--- config.mk ---
export PLATFORM = sky130hd
export DESIGN_NAME = iob_rr_arbiter_flat
export DESIGN_NICKNAME = d
export VERILOG_FILES = /design/src/rtl/iob_rr_arbiter_if.sv /design/src/rtl/iob_rr_arbiter.sv /design/src/flat_wrapper.sv
export SDC_FILE = /design/constraint.sdc
export NUM_CORES = 1
export LEC_CHECK = 0
export CAP_MARGIN = 20
export CORE_AREA = 5 5 117 119
export CTS_CLUSTER_DIAMETER = 200
export CTS_CLUSTER_SIZE = 28
export DETAILED_ROUTE_END_ITERATION = 10
export DIE_AREA = 0 0 122 124
export GPL_ROUTABILITY_DRIVEN = 0
export GPL_TIMING_DRIVEN = 1
export PLACE_DENSITY = 0.81
export SETUP_SLACK_MARGIN = 0.2
export SYNTH_ARGS = -nofsm -noshare
export SYNTH_HDL_FRONTEND = slang
export SYNTH_SLANG_ARGS = --single-unit
--- constraint.sdc ---
create_clock -name clk -period 2.69 [get_ports clk]
set_input_delay 0.4035 -clock clk [delete_from_list [all_inputs] [get_ports clk]]
set_output_delay 0.4035 -clock clk [all_outputs]
set_load 0.02 [all_outputs]
--- src/rtl/iob_rr_arbiter_if.sv ---
// iob_rr_arbiter_if: bus bundle between N IOb masters, the arbiter and the shared slave
// ports: m_req/m_resp per-master request and response vectors, s_req/s_resp shared slave link
// modport slave is the arbiter's view; modport master is the environment (masters + slave) view
interface iob_rr_arbiter_if #(
    parameter int N_MASTERS = 2,
    parameter int ADDR_W = 32,
    parameter int DATA_W = 32
);
    localparam int REQ_W = 1 + ADDR_W + DATA_W + DATA_W / 8;
    localparam int RESP_W = DATA_W + 1;
    logic [N_MASTERS*REQ_W-1:0] m_req;
    logic [N_MASTERS*RESP_W-1:0] m_resp;
    logic [REQ_W-1:0] s_req;
    logic [RESP_W-1:0] s_resp;
    modport slave (input m_req, output m_resp, output s_req, input s_resp);
    modport master (output m_req, input m_resp, input s_req, output s_resp);
endinterface

--- src/rtl/iob_rr_arbiter.sv ---
// iob_rr_arbiter: round-robin arbiter sharing one IOb slave among N_MASTERS masters
// ports: clk, rst (sync, active-high); bus (iob_rr_arbiter_if.slave) carrying m_req/m_resp/s_req/s_resp;
// grant = index of current/last granted master; busy = transaction in flight
module iob_rr_arbiter #(
    parameter int N_MASTERS = 2,
    parameter int ADDR_W = 32,
    parameter int DATA_W = 32,
    localparam int G_W = (N_MASTERS > 1) ? $clog2(N_MASTERS) : 1
) (
    input  logic             clk,
    input  logic             rst,
    iob_rr_arbiter_if.slave  bus,
    output logic [G_W-1:0]   grant,
    output logic             busy
);
    localparam int F_W = ADDR_W + DATA_W + DATA_W / 8;
    localparam int REQ_W = 1 + F_W;
    localparam int RESP_W = DATA_W + 1;
    typedef enum logic {IDLE, BUSY} state_t;
    state_t state, state_n;
    logic [G_W-1:0] ptr, ptr_n, grant_n, winner, idx;
    logic [F_W-1:0] req_reg, req_n;
    logic [N_MASTERS-1:0] m_valid;
    logic [F_W-1:0] m_field [N_MASTERS];
    logic found, s_ready;
    assign s_ready = bus.s_resp[0];
    assign busy = state == BUSY;
    assign bus.s_req = {busy, req_reg};
    for (genvar k = 0; k < N_MASTERS; k++) begin : g_m
        assign m_valid[k] = bus.m_req[k*REQ_W+F_W];
        assign m_field[k] = bus.m_req[k*REQ_W +: F_W];
        assign bus.m_resp[k*RESP_W +: RESP_W] = {bus.s_resp[RESP_W-1:1], s_ready & busy & (grant == G_W'(k))};
    end
    // first valid master at or after ptr, wrapping modulo N_MASTERS
    always_comb begin
        found = 1'b0;
        winner = ptr;
        idx = ptr;
        for (int i = 0; i < N_MASTERS; i++) begin
            idx = G_W'((int'(ptr) + i) % N_MASTERS);
            if (!found && m_valid[idx]) begin
                found = 1'b1;
                winner = idx;
            end
        end
    end
    always_comb begin
        state_n = state;
        ptr_n = ptr;
        grant_n = grant;
        req_n = req_reg;
        if (state == IDLE && found) begin
            state_n = BUSY;
            grant_n = winner;
            req_n = m_field[winner];
        end
        // completed master drops to lowest priority
        if (state == BUSY && s_ready) begin
            state_n = IDLE;
            ptr_n = (grant == G_W'(N_MASTERS - 1)) ? '0 : grant + 1'b1;
        end
    end
    always_ff @(posedge clk) begin
        if (rst) begin
            state <= IDLE;
            ptr <= '0;
            grant <= '0;
            req_reg <= '0;
        end else begin
            state <= state_n;
            ptr <= ptr_n;
            grant <= grant_n;
            req_reg <= req_n;
        end
    end
endmodule

--- src/flat_wrapper.sv ---
// flat-port wrapper written by rule: the top's interface ports become plain ports
module iob_rr_arbiter_flat 
#(
    parameter int N_MASTERS = 2,
    parameter int ADDR_W = 32,
    parameter int DATA_W = 32,
    localparam int G_W = (N_MASTERS > 1) ? $clog2(N_MASTERS) : 1
)
  (clk, rst, grant, busy, bus_m_req, bus_m_resp, bus_s_req, bus_s_resp);
  iob_rr_arbiter_if #(.N_MASTERS(N_MASTERS), .ADDR_W(ADDR_W), .DATA_W(DATA_W)) bus_i ();
  input  logic clk;
  input  logic rst;
  output logic [G_W-1:0] grant;
  output logic busy;
  input wire logic [$bits(bus_i.m_req)-1:0] bus_m_req;
  output wire logic [$bits(bus_i.m_resp)-1:0] bus_m_resp;
  output wire logic [$bits(bus_i.s_req)-1:0] bus_s_req;
  input wire logic [$bits(bus_i.s_resp)-1:0] bus_s_resp;
  assign bus_i.m_req = bus_m_req;
  assign bus_m_resp = bus_i.m_resp;
  assign bus_s_req = bus_i.s_req;
  assign bus_i.s_resp = bus_s_resp;
  iob_rr_arbiter #(.N_MASTERS(N_MASTERS), .ADDR_W(ADDR_W), .DATA_W(DATA_W)) u_core (.clk(clk), .rst(rst), .bus(bus_i), .grant(grant), .busy(busy));
endmodule
==> metrics.yaml <==
sta:
  period_needed_ps: 2130
  fin_ws_ps: 556
  finalCritPeriodShare_pct: 79.3
  maxSlewViolCount: 0
  fin_hold_ws_ps: 492
  tightest_slew_ps: 975
  hold_viol: 0
  grt_setup_unrepaired: "false"
  clock_skew_ps: 6.35
  fmax_ghz: 0.469
  slew-limit-headroom_pct: 35.0
  tns_ps: 0
  setup_viol: 0
power:
  combPwrFrac_pct: 28.8
  pwr-share-clk_pct: 35.6
  p_sw_share_pct: 29.5
  p_per_area_nw_per_um2: 552
  p_total_w: 0.00346
  p_seq_share_pct: 35.6
  switchingPower_w: 0.00102
  power_leakage_nw: 1.96
  p_int_w: 0.00244
  ir_drop_v: 0.000334
grt:
  grt_antenna_before_repair: 0
  grt_max_degree: 75
  grt_pass1_wl_um: 24100
  grt_usage_pct: 19.8
  grt_pass1_vias: 4592
  grt_overflow_total: 0
critical_path:
  critPathMaxFanout: 3
  end_kind: "primary output"
  r2r-end: "u_core.req_reg[54]"
  cp-start-kind: "primary input"
  worstRegToRegCells: 4
  required_ps: 2290
  crit_slowest_cell: "clkdlybuf4s50_1"
  ff2ff_setup_slack_ps: 840
  cp_cell_sequence: "clkdlybuf4s50_1 -> and3_1 -> clkdlybuf4s50_1"
  cp.arrival_ps: 1730
  reg2reg_from: "u_core.ptr"
  cp_slowest_stage_delay_ps: 610
  crit_top_cell: "clkdlybuf4s50_1"
  path_class: "primary input to primary output"
clock_tree:
  post-cts-setup-buffers: 0
  cts_resized: 0
  cts_sinks: 71
  clockBufferDepth: 2
  cts_made_buffers: 9
  cts.clk_slew.worst_paths_ps: 50
  cts_tree: "built"
  holdBufCountCts: 0
  worst_skew_pair.late_latency_ps: 330
  cts_root_buf: "clkbuf_16"
  htreeDepth: 3
routing:
  first_pass_iters: 5
  drt_iter0_drc: 489
  totalWireLength_um: 15800
  routed_via_density: 6.14
  post-route-drc-count: 0
  vias: 4707
  post_drt_wl_per_cell_um: 20.6
  ant_nets: 0
logic_synthesis:
  syn-cell-area_sq_um: 4400
  syn_area_per_cell_sq_um: 8.87
  yosys-top-cells-area: "dfxtp_1, a2111oi_0, buf_4"
  yosysTopAreaCellShare_pct: 32.3
  ys_ff_latch: 71
  ys_warn_count: 0
  synth_cells: 496
  synth_cell_types: 20
  ys_seq_area_share_pct: 32.3
  syn_nets: 669
  yosys.area.top_type: "dfxtp_1"
cells_and_area:
  final_cell_mix: "clkdlybuf4s50_1, a2111oi_0, dfxtp_1"
  largest_reg_flops: 68
  area_growth_pct: 42.3
  drive_above_1_share_pct: 9.24
  nNetsFinal: 763
  n_fill_cell: 1117
  mostFrequentLayoutCell: "clkdlybuf4s50_1"
  diodes: 0
min_path:
  hold_path_depth: 2
  hold_path.class: "flip-flop to flip-flop"
  holdPathEnd: "u_core.req_reg[47]"
  hp-start: "u_core.req_reg[47]"
placement:
  port_buffers: 213
  dp_hpwl_um: 10300
  dp_slack_ps: 380
floorplan:
  dieArea_sq_um: 15100
  rows: 41
  num_io_pins: 310
  initial_core_util_pct: 35.3
  coreArea_sq_um: 12500
  fp.dieW_um: 122
  die_h_um: 124
flow_run:
  max_cap_viol_count: 0
status:
  status: "finished, final reports clean"
## through the flow
stage / instance area (sq um) / instances / util, %
after global routing: 6260 / 767 / 50.2
after global placement: 5930 / 750 / 47.6
after CTS: 6240 / 766 / 50.1
final: 6260 / 767 / 50.2
after floorplan: 4400 / 496 / -
after detailed placement: 5930 / 750 / 47.6
## synthesized netlist by cell type, drive strengths merged
cell / instances
a2111oi: 136
buf: 85
dfxtp: 71
nor2: 69
nor4: 68
clkbuf: 55
a211oi: 3
inv: 3
o21ba: 2
and3: 1
nand2: 1
nor2b: 1
nor3: 1
## area by class of cell
type                       count  area (sq um)  share of cell area [%]
timing repair buffer         223          2200                    35.2
multi-input combinational    282          2090                    33.4
sequential                    71          1430                    22.8
clock buffer                  14           274                    4.37
tap                          172           215                    3.44
clock inverter                 2          37.5                   0.599
inverter                       3          13.8                   0.220
## power groups by stage
stage | Sequential [W] | Clock [W] | Combinational, W
final | 0.00123 | 0.00123 | 0.000994
after global routing | 0.00124 | 0.00131 | 0.00106
after CTS | 0.00123 | 0.00127 | 0.000986
after floorplan | 0.00137 | 0 | 0.000514
after global placement | 0.00125 | 0 | 0.000963
after detailed placement | 0.00125 | 0 | 0.000982
## routing by layer
layer | global-route usage, % | wire length, um | up-vias
li1 | - | - | 2123
met2 | 31.2 | 7210 | 361
met4 | 8.96 | 501 | 0
met5 | 0 | 0 | -
met3 | 6.68 | 1730 | 53
met1 | 24.6 | 6380 | 2170
## worst max-delay path, delay by kind of cell
kind                   cells  cell delay, ps
AND/OR/NAND/NOR            1             200
buffers and inverters      2            1120
## cell families (layout without fill, tap and decap cells)
group,Yosys count,in the layout,synth area share (%)
AO/OA/AOI/OAI,141,141,28.6
buffers and inverters,143,242,20.2
flip-flops,71,71,32.3
AND/OR/NAND/NOR,141,141,18.9
## worst max path at each step
stage	start	endpoint	slack, ps	cells past startpoint
floorplan	u_core.busy	bus_m_resp[33]	1000	3
global placement	bus_m_req[137]	u_core.grant	500	4
detailed placement	bus_m_req[137]	u_core.req_reg[14]	380	4
CTS	bus_s_resp[0]	bus_m_resp[0]	530	4
global route	bus_s_resp[0]	bus_m_resp[0]	490	4
finish	bus_s_resp[0]	bus_m_resp[33]	560	3
(Power assumes the default switching activity.)
